--- config.mk ---
export PLATFORM = sky130hd
export DESIGN_NAME = muldiv_seq
export DESIGN_NICKNAME = d
export VERILOG_FILES = /design/src/rtl/muldiv_seq.sv
export SDC_FILE = /design/constraint.sdc
export NUM_CORES = 1
export LEC_CHECK = 0
export CAP_MARGIN = 20
export CORE_MARGIN = 5
export CORE_UTILIZATION = 37
export CTS_CLUSTER_SIZE = 25
export DETAILED_ROUTE_END_ITERATION = 7
export GPL_TIMING_DRIVEN = 0
export RECOVER_POWER = 50
export SLEW_MARGIN = 20
export SYNTH_ARGS = -nofsm -noshare
export SYNTH_HDL_FRONTEND = slang
export SYNTH_SLANG_ARGS = --single-unit
--- constraint.sdc ---
create_clock -name clk -period 2.8 [get_ports clk]
set_clock_uncertainty 0.1 [all_clocks]
set_input_delay 0.42 -clock clk [delete_from_list [all_inputs] [get_ports clk]]
set_output_delay 0.42 -clock clk [all_outputs]
set_load 0.01 [all_outputs]
--- src/rtl/muldiv_seq.sv ---
// Sequential shift-add multiplier / restoring divider sharing one accumulator and adder.
// Optional `MULDIV_SIGNED_EN adds signed_op for two's-complement operands (sign fixed at DONE load).
module muldiv_seq #(
    parameter int unsigned WIDTH = 4
) (
    input  logic             clk,
    input  logic             rst_n,
    input  logic             start,
    input  logic             op,
`ifdef MULDIV_SIGNED_EN
    input  logic             signed_op,
`endif
    input  logic [WIDTH-1:0] a,
    input  logic [WIDTH-1:0] b,
    output logic             busy,
    output logic             done,
    output logic [WIDTH-1:0] result_hi,
    output logic [WIDTH-1:0] result_lo,
    output logic             div_by_zero
);

    localparam int unsigned CNT_W = $clog2(WIDTH + 1);

    typedef enum logic [1:0] {S_IDLE, S_RUN, S_DONE} state_t;

    state_t           state_q, state_d;
    logic [CNT_W-1:0] cnt_q, cnt_d;
    logic             op_q, op_d;
    logic             dbz_q, dbz_d;
    logic [WIDTH-1:0] opnd_q, opnd_d;
    logic [WIDTH-1:0] hi_q, hi_d, lo_q, lo_d;
    logic [WIDTH-1:0] res_hi_q, res_hi_d, res_lo_q, res_lo_d;

    logic [WIDTH-1:0] a_mag, b_mag;
    logic [WIDTH:0]   rsh, lhs, rhs;
    logic [WIDTH+1:0] sum;
    logic             no_borrow;
    logic [WIDTH-1:0] step_hi, step_lo;
    logic [WIDTH-1:0] fin_hi, fin_lo;

`ifdef MULDIV_SIGNED_EN
    logic             sa, sb;
    logic             negp_q, negp_d, negr_q, negr_d;
    logic [2*WIDTH-1:0] prod_mag;

    assign sa    = signed_op & a[WIDTH-1];
    assign sb    = signed_op & b[WIDTH-1];
    assign a_mag = sa ? (~a + 1'b1) : a;
    assign b_mag = sb ? (~b + 1'b1) : b;
`else
    assign a_mag = a;
    assign b_mag = b;
`endif

    // One adder: multiply adds the gated operand, divide adds ~b + 1 so the carry-out is "no borrow".
    assign rsh       = {hi_q, lo_q[WIDTH-1]};
    assign lhs       = op_q ? rsh : {1'b0, hi_q};
    assign rhs       = op_q ? ~{1'b0, opnd_q} : (lo_q[0] ? {1'b0, opnd_q} : '0);
    assign sum       = {1'b0, lhs} + {1'b0, rhs} + {{(WIDTH + 1){1'b0}}, op_q};
    assign no_borrow = sum[WIDTH+1];

    always_comb begin
        if (op_q) begin
            step_hi = no_borrow ? sum[WIDTH-1:0] : rsh[WIDTH-1:0];
            step_lo = {lo_q[WIDTH-2:0], no_borrow};
        end else begin
            step_hi = sum[WIDTH:1];
            step_lo = {sum[0], lo_q[WIDTH-1:1]};
        end
    end

`ifdef MULDIV_SIGNED_EN
    assign prod_mag = {step_hi, step_lo};
    always_comb begin
        fin_hi = step_hi;
        fin_lo = step_lo;
        if (op_q) begin
            if (negp_q) fin_lo = ~step_lo + 1'b1;
            if (negr_q) fin_hi = ~step_hi + 1'b1;
        end else if (negp_q) begin
            {fin_hi, fin_lo} = ~prod_mag + 1'b1;
        end
    end
`else
    assign fin_hi = step_hi;
    assign fin_lo = step_lo;
`endif

    always_comb begin
        state_d  = state_q;
        cnt_d    = cnt_q;
        op_d     = op_q;
        dbz_d    = dbz_q;
        opnd_d   = opnd_q;
        hi_d     = hi_q;
        lo_d     = lo_q;
        res_hi_d = res_hi_q;
        res_lo_d = res_lo_q;
`ifdef MULDIV_SIGNED_EN
        negp_d   = negp_q;
        negr_d   = negr_q;
`endif
        unique case (state_q)
            S_IDLE: begin
                if (start) begin
                    op_d  = op;
                    dbz_d = 1'b0;
                    cnt_d = '0;
`ifdef MULDIV_SIGNED_EN
                    negp_d = sa ^ sb;
                    negr_d = sa;
`endif
                    if (op && (b == '0)) begin
                        state_d  = S_DONE;
                        res_lo_d = '1;
                        res_hi_d = a;
                        dbz_d    = 1'b1;
                    end else begin
                        state_d = S_RUN;
                        opnd_d  = op ? b_mag : a_mag;
                        hi_d    = '0;
                        lo_d    = op ? a_mag : b_mag;
                    end
                end
            end
            S_RUN: begin
                hi_d  = step_hi;
                lo_d  = step_lo;
                cnt_d = cnt_q + 1'b1;
                if (cnt_q == CNT_W'(WIDTH - 1)) begin
                    state_d  = S_DONE;
                    res_hi_d = fin_hi;
                    res_lo_d = fin_lo;
                end
            end
            S_DONE:  state_d = S_IDLE;
            default: state_d = S_IDLE;
        endcase
    end

    always_ff @(posedge clk or negedge rst_n) begin
        if (!rst_n) begin
            state_q  <= S_IDLE;
            cnt_q    <= '0;
            op_q     <= 1'b0;
            dbz_q    <= 1'b0;
            opnd_q   <= '0;
            hi_q     <= '0;
            lo_q     <= '0;
            res_hi_q <= '0;
            res_lo_q <= '0;
`ifdef MULDIV_SIGNED_EN
            negp_q   <= 1'b0;
            negr_q   <= 1'b0;
`endif
        end else begin
            state_q  <= state_d;
            cnt_q    <= cnt_d;
            op_q     <= op_d;
            dbz_q    <= dbz_d;
            opnd_q   <= opnd_d;
            hi_q     <= hi_d;
            lo_q     <= lo_d;
            res_hi_q <= res_hi_d;
            res_lo_q <= res_lo_d;
`ifdef MULDIV_SIGNED_EN
            negp_q   <= negp_d;
            negr_q   <= negr_d;
`endif
        end
    end

    assign busy        = (state_q != S_IDLE);
    assign done        = (state_q == S_DONE);
    assign result_hi   = res_hi_q;
    assign result_lo   = res_lo_q;
    assign div_by_zero = dbz_q;

endmodule
-- Word-level counts from Yosys, hierarchy flattened
Index checks and enable logic that the tools add are counted.
- flip-flop bits (word level): 27
- input bits: 12
- output and inout bits: 11
- logic and storage cells: 61
- $add $sub $neg: 3
- equal/unequal tests: 7
- mux-type cells: 29
- bitwise operators: 2
- reduce and logical (&&, ||, !) cells: 11
- operators with widths (cell ; count):
    $mux W4 ; 16
    $pmux W4 S2 ; 4
    $mux W5 ; 2
    $ne A2 B2 Y1 const B ; 4
    $add A5 B5 Y6 ; 1
    $add A6 B1 Y6 ; 1
    $mux W2 ; 3
    $pmux W3 S2 ; 1
    $reduce_and A2 Y1 ; 3
    $reduce_and A3 Y1 ; 2
    $not A4 Y5 ; 1
    $logic_not A4 Y1 ; 1
    $pmux W2 S2 ; 1
    $reduce_and A4 Y1 ; 1
    $reduce_bool A2 Y1 ; 2
    $add A3 B1 Y3 const B ; 1
    $eq A3 B2 Y1 const B ; 1
    $mux W3 ; 1
    $eq A2 B1 Y1 const B ; 1
    $eq A2 B2 Y1 const B ; 1
    $logic_not A2 Y1 ; 1
    $logic_and A1 B1 Y1 ; 1
    $mux W1 ; 1
    $not A1 Y1 ; 1

-- Depth between registers and ports, before layout
Gate-level depths: netlist of run 1.
- word-level depth: 8
- depth in mapped cells: 9
- gate-level depth less buffers: 8

-- Least setup slack after synthesis of run 1
OpenSTA, ideal clock, no wires.
- path type: reg-to-reg
- from: reg op_q
- to: reg res_hi_q[2] (netlist: result_hi[2])
- arrival time: 2.758 ns
- required time: 2.618 ns
- setup slack: -0.140 ns
- stages on the path, launching flop included: 10
- buffers on the path: 2
- cells stage by stage: dfrtp_1 > buf_2 > buf_2 > mux2_2 > fa_1 > fa_1 > xor2_1 > a21oi_1 > or3_1 > a31oi_1
- longest elaborated chain between the ends: 7
- ends and longest elaborated chain (item ; line ; source):
    start, declared ; 28 ; logic op_q, op_d;
    start signal, assigned ; 159 ; op_q <= op_d;
    $mux W5, on equally long branches ; 57, 58 ;
    $add A5 B5 Y6 ; 59 ; assign sum = {1'b0, lhs} + {1'b0, rhs} + {{(WIDTH + 1){1'b0}}, op_q};
    $add A6 B1 Y6 ; 59 ;
    $mux W4 ; 64 ; step_hi = no_borrow ? sum[WIDTH-1:0] : rsh[WIDTH-1:0];
    $mux W4 (*) ; 63 ; if (op_q) begin
    $mux W4 (*) ; 130 ; if (cnt_q == CNT_W'(WIDTH - 1)) begin
    $pmux W4 S2 (*) ; 103 ; unique case (state_q)
    end signal, assigned ; 164 ; res_hi_q <= res_hi_d;
    end, declared ; 32 ; logic [WIDTH-1:0] res_hi_q, res_hi_d, res_lo_q, res_lo_d;
Every way passes the cells marked *; elsewhere a longest branch is shown, timed or not. The select of a mux whose other input is x is not followed.
A chain may end at the register's enable or synchronous reset.

-- Worst setup path in the final report of run 1
Ends and elaborated chain as after synthesis.

==> results of run 1 <==
area by class of cell:
type	count	area, µm²	share of cell area (%)
plain buffers	7	67.6	3.36
clock buffers	4	45.0	2.24
inverters	4	15.0	0.748
multi-input cells	123	920	45.8
flip-flops and latches	27	677	33.7
well taps	52	65.1	3.24
repair buffers	23	219	10.9
layer usage:
layer | up-vias | global-route usage, %
met1 | 630 | 18.2
met2 | 9 | 23.5
met4 | 0 | 3.67
li1 | 637 | -
met5 | - | 0
met3 | 4 | 2.13
cells by family after synthesis:
family | after synthesis
simple gates | 47
xor+xnor | 1
flops | 27
fa+ha+maj | 7
buf+inv | 11
mux | 22
compound gates | 46
power groups by stage:
stage	registers, W	logic, W	clock network [W]
CTS	0.000716	0.00175	0.000227
finish	0.000715	0.00186	0.000223
detailed placement	0.000735	0.00164	0
global placement	0.000730	0.00160	0
global route	0.000741	0.00205	0.000245
floorplan	0.000714	0.00117	0
state kept, by name, indices dropped and copies added (netlist names):
signal,cells
div_by_zero,1
opnd_q,4
op_q,1
cnt_q,3
result_lo,4
hi_q,4
state_q,2
lo_q,4
result_hi,4
worst max-delay path: stages, from the launching register on:
cell,delay [ns]
dfrtp_2,0.43
buf_8,0.13
buf_8,0.13
mux2_2,0.28
fa_2,0.41
fa_2,0.41
xor2_2,0.16
a21oi_1,0.06
or3_4,0.34
a31oi_1,0.18
synth_stat cells, types with 3 or more instances:
master     n  area, µm²
inv_1      4       15.0
a31oi_1    5       31.3
o21ai_1   11       55.1
mux2_2    10        113
a211oi_1   4       30.0
nand3_1    3       15.0
o21ai_0    8       40.0
dfrtp_1   27        676
ha_1       5       62.6
nor2_1    10       37.5
a21oi_1    5       25.0
nor2b_1    4       25.0
nand2_1   19       71.3
mux2i_1   11        110
o22ai_1    3       18.8
through the flow:
| stage | setup TNS [ns] | instances |
|---|---|---|
| 3_3_place_gp | -0.854 | 234 |
| 2_1_floorplan | 0 | 161 |
| 5_1_grt | 0 | 240 |
| 4_1_cts | 0 | 239 |
| 6_report | 0 | 240 |
| 3_5_place_dp | -1.20 | 234 |
worst max-delay path by stage:
| stage | start | end | slack (ns) | cells past startpoint |
|---|---|---|---|---|
| after floorplan | op_q | result_hi[2] | 0.03 | 9 |
| after global placement | op_q | result_hi[2] | -0.21 | 9 |
| after detailed placement | op_q | result_hi[2] | -0.26 | 9 |
| after CTS | op_q | result_hi[2] | 0.02 | 9 |
| after global routing | op_q | result_hi[2] | 0.02 | 9 |
| final | op_q | result_hi[2] | 0.1 | 9 |
repair_timing:
item                       4_1_cts  5_1_grt
buffers inserted                 1        1
gates resized for setup          5        5
setup endpoints to repair        9        4
pin swaps                        2        3
==> qor.csv, run 1 <==
stage;metric;value;unit
finish;layout-drive-gt1-share;20.7;%
place;dpl_cell_area;0.00191;mm²
logic_synthesis;synth-edff-count;0;
logic_synthesis;synthCells;161;
logic_synthesis;synth.area.mux_share;14.4;%
setup_path;critPathLaunchType;flop;
setup_path;path_class;reg2reg;
hold_path;min_path_type;in2reg;
floorplan;start_util;37.8;%
clock_tree;clockBufferDepth;2;
finish;layout_common_cells;dfrtp_1, nand2_1, clkdlybuf4s50_1;
floorplan;boundaryPins;23;
setup_path;critPathCaptureType;flop;
finish;final_util;46.8;%
drt;viasPerCell;5.33;
finish;fillers;404;
clock_tree;clock_sinks;27;
floorplan;die_x;76.3;µm
drt;met2_length;1980;µm
place;gp_congestion;0.826;
hold_path;hold_end;op_q;
global_routing;antenna_found_initial;0;
floorplan;die_h;76.3;µm
pwr;seqPwrFrac;25.5;%
pwr;pwr-share-comb;66.5;%
global_routing;grt_pass1_wl;6620;µm
hold_path;hold_start;op;
timing;setup_ws;0.0968;ns
timing;tightest_slew;1.47;ns
global_routing;grt_max_degree;28;
setup_path;cp.required;2.89;ns
logic_synthesis;synth_compound_area_share;18.5;%
drt;drtIter0Drc;40;
logic_synthesis;yosys_warnings;0;
clock_tree;ctsHtreeMaxLevel;1;
logic_synthesis;synth_async_sr_flop_share;100;%
logic_synthesis;synth-xor-area-share;0.539;%
finish;layout_commonest_cell;dfrtp_1;
pwr;pwr_density_cell;1400;mW/mm²
clock_tree;cts.clk_slew.worst_paths;0.09;ns
place;dpl_worst_slack;-0.258;ns
logic_synthesis;ys_ff_latch;27;
setup_path;rr_worst_depth;9;
logic_synthesis;synth-seq-area-share;41.6;%
logic_synthesis;ys_types;38;
floorplan;rows;24;
timing;hold_viol;0;
drt;drc_errors;0;
pwr;finalPower;0.00280;W
floorplan;core;0.00429;mm²
finish;finalInstanceArea;0.00201;mm²
setup_path;cp.arrival;2.80;ns
finish;antennaDiodeCount;0;
timing;slew_headroom;2.08;%
clock_tree;cts_tree;built;
pwr;leakagePower;0.840;nW
finish;final_nets;208;
pwr;power_switching;0.00123;W
timing;final-setup-viol-count;0;
pwr;irDropWorstVdd;0.471;mV
drt;dr_wl_met3;54;µm
drt;drt-pass1-iter-count;4;
place;hpwl;3050;µm
drt;highest_layer;met4;
logic_synthesis;synth_fp_nets;180;
finish;areaGrowthSynthToFinish;23.6;%
logic_synthesis;synthAdderAreaFrac;6.31;%
logic_synthesis;synth_flop_cell;dfrtp_1;
setup_path;reg2reg_slack;0.1;ns
drt;antenna_left;0;
timing;min_period;2.70;ns
drt;routedWlPerCell;16.3;µm
logic_synthesis;synth.avg_cell_area;10.1;µm²
timing;whs;0.369;ns
clock_tree;clockRootBuffer;clkbuf_8;
timing;fmax;370;MHz
run_status;status;finished clean;
global_routing;gr-total-overflow;0;
timing;final_max_slew_viol_count;0;
setup_path;rr_startpoint;op_q;
place;portBuffers;21;
setup_path;cp_max_fo;10;
global_routing;grt_util_all_layers;13.8;%
timing;period_share;96.5;%
clock_tree;ctsHoldBuffers;0;
setup_path;r2r_end;result_hi[2];
logic_synthesis;synth_area;0.00163;mm²
logic_synthesis;synthSimpleGateAreaFrac;14.9;%
global_routing;grt_pass1_vias;1342;
pwr;p_sw_share;43.7;%
floorplan;die_area;0.00582;mm²
logic_synthesis;synth_top_family_by_area;compound AO/OA/AOI/OAI gates;
flow_run;cap_viol_max_count;0;
drt;m1WireLength;1840;µm
pwr;clkPwrFrac;8.0;%
drt;num_vias;1280;
pwr;p_int;0.00158;W
drt;drt-total-wl;3910;µm
timing;rsz0062_at_grt;false;
clock_tree;numCtsBuffers;3;
clock_tree;clock_latency;0.27;ns
hold_path;hold_depth;2;
(Power assumes the default switching activity.)
==> run 2: changes to the inputs <==
--- a/config.mk
+++ b/config.mk
@@ -8,10 +8,9 @@
 export CAP_MARGIN = 20
 export CORE_MARGIN = 5
 export CORE_UTILIZATION = 37
-export CTS_CLUSTER_SIZE = 25
+export CTS_CLUSTER_SIZE = 12
 export DETAILED_ROUTE_END_ITERATION = 7
 export GPL_TIMING_DRIVEN = 0
-export RECOVER_POWER = 50
 export SLEW_MARGIN = 20
 export SYNTH_ARGS = -nofsm -noshare
 export SYNTH_HDL_FRONTEND = slang
==> run 2 against run 1 <==
Non-clock buffer count is the same. Core utilization is essentially flat. Clock power is essentially flat. Flip-flop and latch count is the same. Critical path type unchanged.
==> qor.csv, run 2 (synthesis gave the netlist of run 1 again) <==
stage;metric;value;unit;change
floorplan;boundaryPins;23;;unchanged
drt;antenna_left;0;;unchanged
finish;final_util;46.8;%;about the same
place;gp_congestion;0.826;;unchanged
finish;layout-drive-gt1-share;21.3;%;+0.53 points
setup_path;rr_startpoint;op_q;;
clock_tree;ctsHtreeMaxLevel;1;;unchanged
global_routing;antenna_found_initial;0;;unchanged
setup_path;r2r_end;result_hi[2];;
flow_run;cap_viol_max_count;0;;unchanged
finish;register_area;677;µm²;unchanged
floorplan;core;0.00429;mm²;unchanged
setup_path;critPathLaunchType;flop;;
finish;areaGrowthSynthToFinish;23.6;%;about the same
finish;final_cells;240;;unchanged
floorplan;die_h;76.3;µm;unchanged
pwr;pwr_density_cell;1400;mW/mm²;about the same
place;portBuffers;21;;unchanged
drt;num_vias;1282;;+0.16%
floorplan;die_area;0.00582;mm²;unchanged
floorplan;die_x;76.3;µm;unchanged
clock_tree;cts_tree;built;;
clock_tree;clockBufferDepth;2;;unchanged
clock_tree;clock_latency;0.27;ns;about the same
setup_path;critPathCaptureType;flop;;
floorplan;start_util;37.8;%;unchanged
place;hpwl;3050;µm;unchanged
drt;drtIter0Drc;40;;unchanged
setup_path;reg2reg_slack;0.1;ns;about the same
drt;drt-pass1-iter-count;4;;unchanged
finish;fillers;404;;unchanged
setup_path;rr_worst_depth;9;;unchanged
place;dpl_cell_area;0.00191;mm²;unchanged
hold_path;min_path_type;in2async;;
finish;layout_commonest_cell;dfrtp_1;;
timing;hold_viol;0;;unchanged
timing;slew_headroom;58.7;%;+57 points
setup_path;path_class;reg2reg;;
setup_path;critPathCapture;result_hi[2];;
run_status;status;finished clean;;
finish;multiInputGateArea;920;µm²;unchanged
clock_tree;clockRootBuffer;clkbuf_8;;
pwr;irDropWorstVdd;0.471;mV;about the same
timing;period_share;96.5;%;unchanged
drt;drc_errors;0;;unchanged
global_routing;grt_max_degree;28;;unchanged
global_routing;grt_util_all_layers;13.8;%;unchanged
floorplan;rows;24;;unchanged
global_routing;grt_pass1_vias;1342;;unchanged
timing;rsz0062_at_grt;false;;
global_routing;gr-total-overflow;0;;unchanged
finish;final_nets;208;;unchanged
setup_path;cp.required;2.89;ns;about the same
global_routing;grt_pass1_wl;6620;µm;unchanged
finish;antennaDiodeCount;0;;unchanged
drt;drt-total-wl;3910;µm;unchanged
timing;tightest_slew;0.619;ns;-0.850 ns
clock_tree;cts.clk_slew.worst_paths;0.09;ns;about the same
drt;viasPerCell;5.34;;+0.16%
setup_path;cp_max_fo;10;;unchanged
setup_path;critPathLaunch;op_q;;
setup_path;cp.arrival;2.80;ns;about the same
clock_tree;clock_sinks;27;;unchanged
drt;routedWlPerCell;16.3;µm;unchanged
timing;fmax;370;MHz;unchanged
timing;setup_ws;0.0968;ns;unchanged
finish;layout_common_cells;dfrtp_1, clkdlybuf4s50_1, nand2_1;;
finish;finalInstanceArea;0.00201;mm²;about the same
place;dpl_worst_slack;-0.258;ns;unchanged
timing;min_period;2.70;ns;unchanged
timing;final_max_slew_viol_count;0;;unchanged
clock_tree;numCtsBuffers;3;;unchanged
pwr;leakagePower;0.841;nW;+0.11%
place;dp.cells;234;;unchanged
timing;final-setup-viol-count;0;;unchanged
run 2: where the power goes:
part	switching, W	internal, W	leakage [nW]
Clock	0.000121	0.000102	0.0228
Combinational	0.000962	0.000905	0.502
Sequential	0.000143	0.000573	0.317
Total	0.00123	0.00158	0.841
run 2: per-stage QoR:
step           TNS, ns  power [W]  hold slack, ns
2_1_floorplan        0    0.00188          0.0244
3_3_place_gp    -0.854    0.00233           0.366
4_1_cts              0    0.00269          0.0668
3_5_place_dp     -1.20    0.00238           0.366
6_report             0    0.00281          0.0481
5_1_grt              0    0.00304          0.0922
run 2: worst max-delay path: stages (launching register included):
cell and delay, ns:
dfrtp_2 0.43, buf_8 0.13, buf_8 0.13, mux2_2 0.28
fa_2 0.41, fa_2 0.41, xor2_2 0.16, a21oi_1 0.06
or3_4 0.34, a31oi_1 0.18
run 2: layout make-up:
cell class	instances	share of cell area, %
repair buffers	23	11.0
well taps	52	3.24
inverters	4	0.747
flip-flops and latches	27	33.7
multi-input cells	123	45.8
plain buffers	7	3.36
clock buffers	4	2.24
run 2: layer usage:
| metal | wire, µm | part of all wire (%) | global-route usage (%) | vias up |
|---|---|---|---|---|
| met4 | 37 | 0.95 | 3.67 | 0 |
| li1 | - | - | - | 637 |
| met5 | 0 | 0 | 0 | - |
| met1 | 1840 | 47 | 18.2 | 632 |
| met3 | 54 | 1.4 | 2.13 | 4 |
| met2 | 1980 | 51 | 23.5 | 9 |
run 2: repair_timing:
action                                  4_1_cts  5_1_grt
endpoints found under the setup margin        9        4
hold buffers                                  0        0
buffers inserted                              1        1
pin swaps                                     2        3
resized for setup                             5        5
run 2: worst min-delay path by stage:
stage               startpoint          end  slack, ns  cells after the start
floorplan                rst_n     cnt_q[0]       0.02                      0
global placement      cnt_q[2]     cnt_q[2]       0.37                      2
detailed placement       rst_n  div_by_zero       0.37                      1
CTS                      rst_n     cnt_q[2]       0.07                      1
global route             rst_n  div_by_zero       0.09                      1
finish                   rst_n     cnt_q[2]       0.05                      1
==> run 3: changes to the inputs <==
--- a/config.mk
+++ b/config.mk
@@ -11,6 +11,7 @@
 export CTS_CLUSTER_SIZE = 12
 export DETAILED_ROUTE_END_ITERATION = 7
 export GPL_TIMING_DRIVEN = 0
+export SKIP_LAST_GASP = 1
 export SLEW_MARGIN = 20
 export SYNTH_ARGS = -nofsm -noshare
 export SYNTH_HDL_FRONTEND = slang
==> results of run 3 <==
Final layout, timing and power as in run 2 (identical DEF).
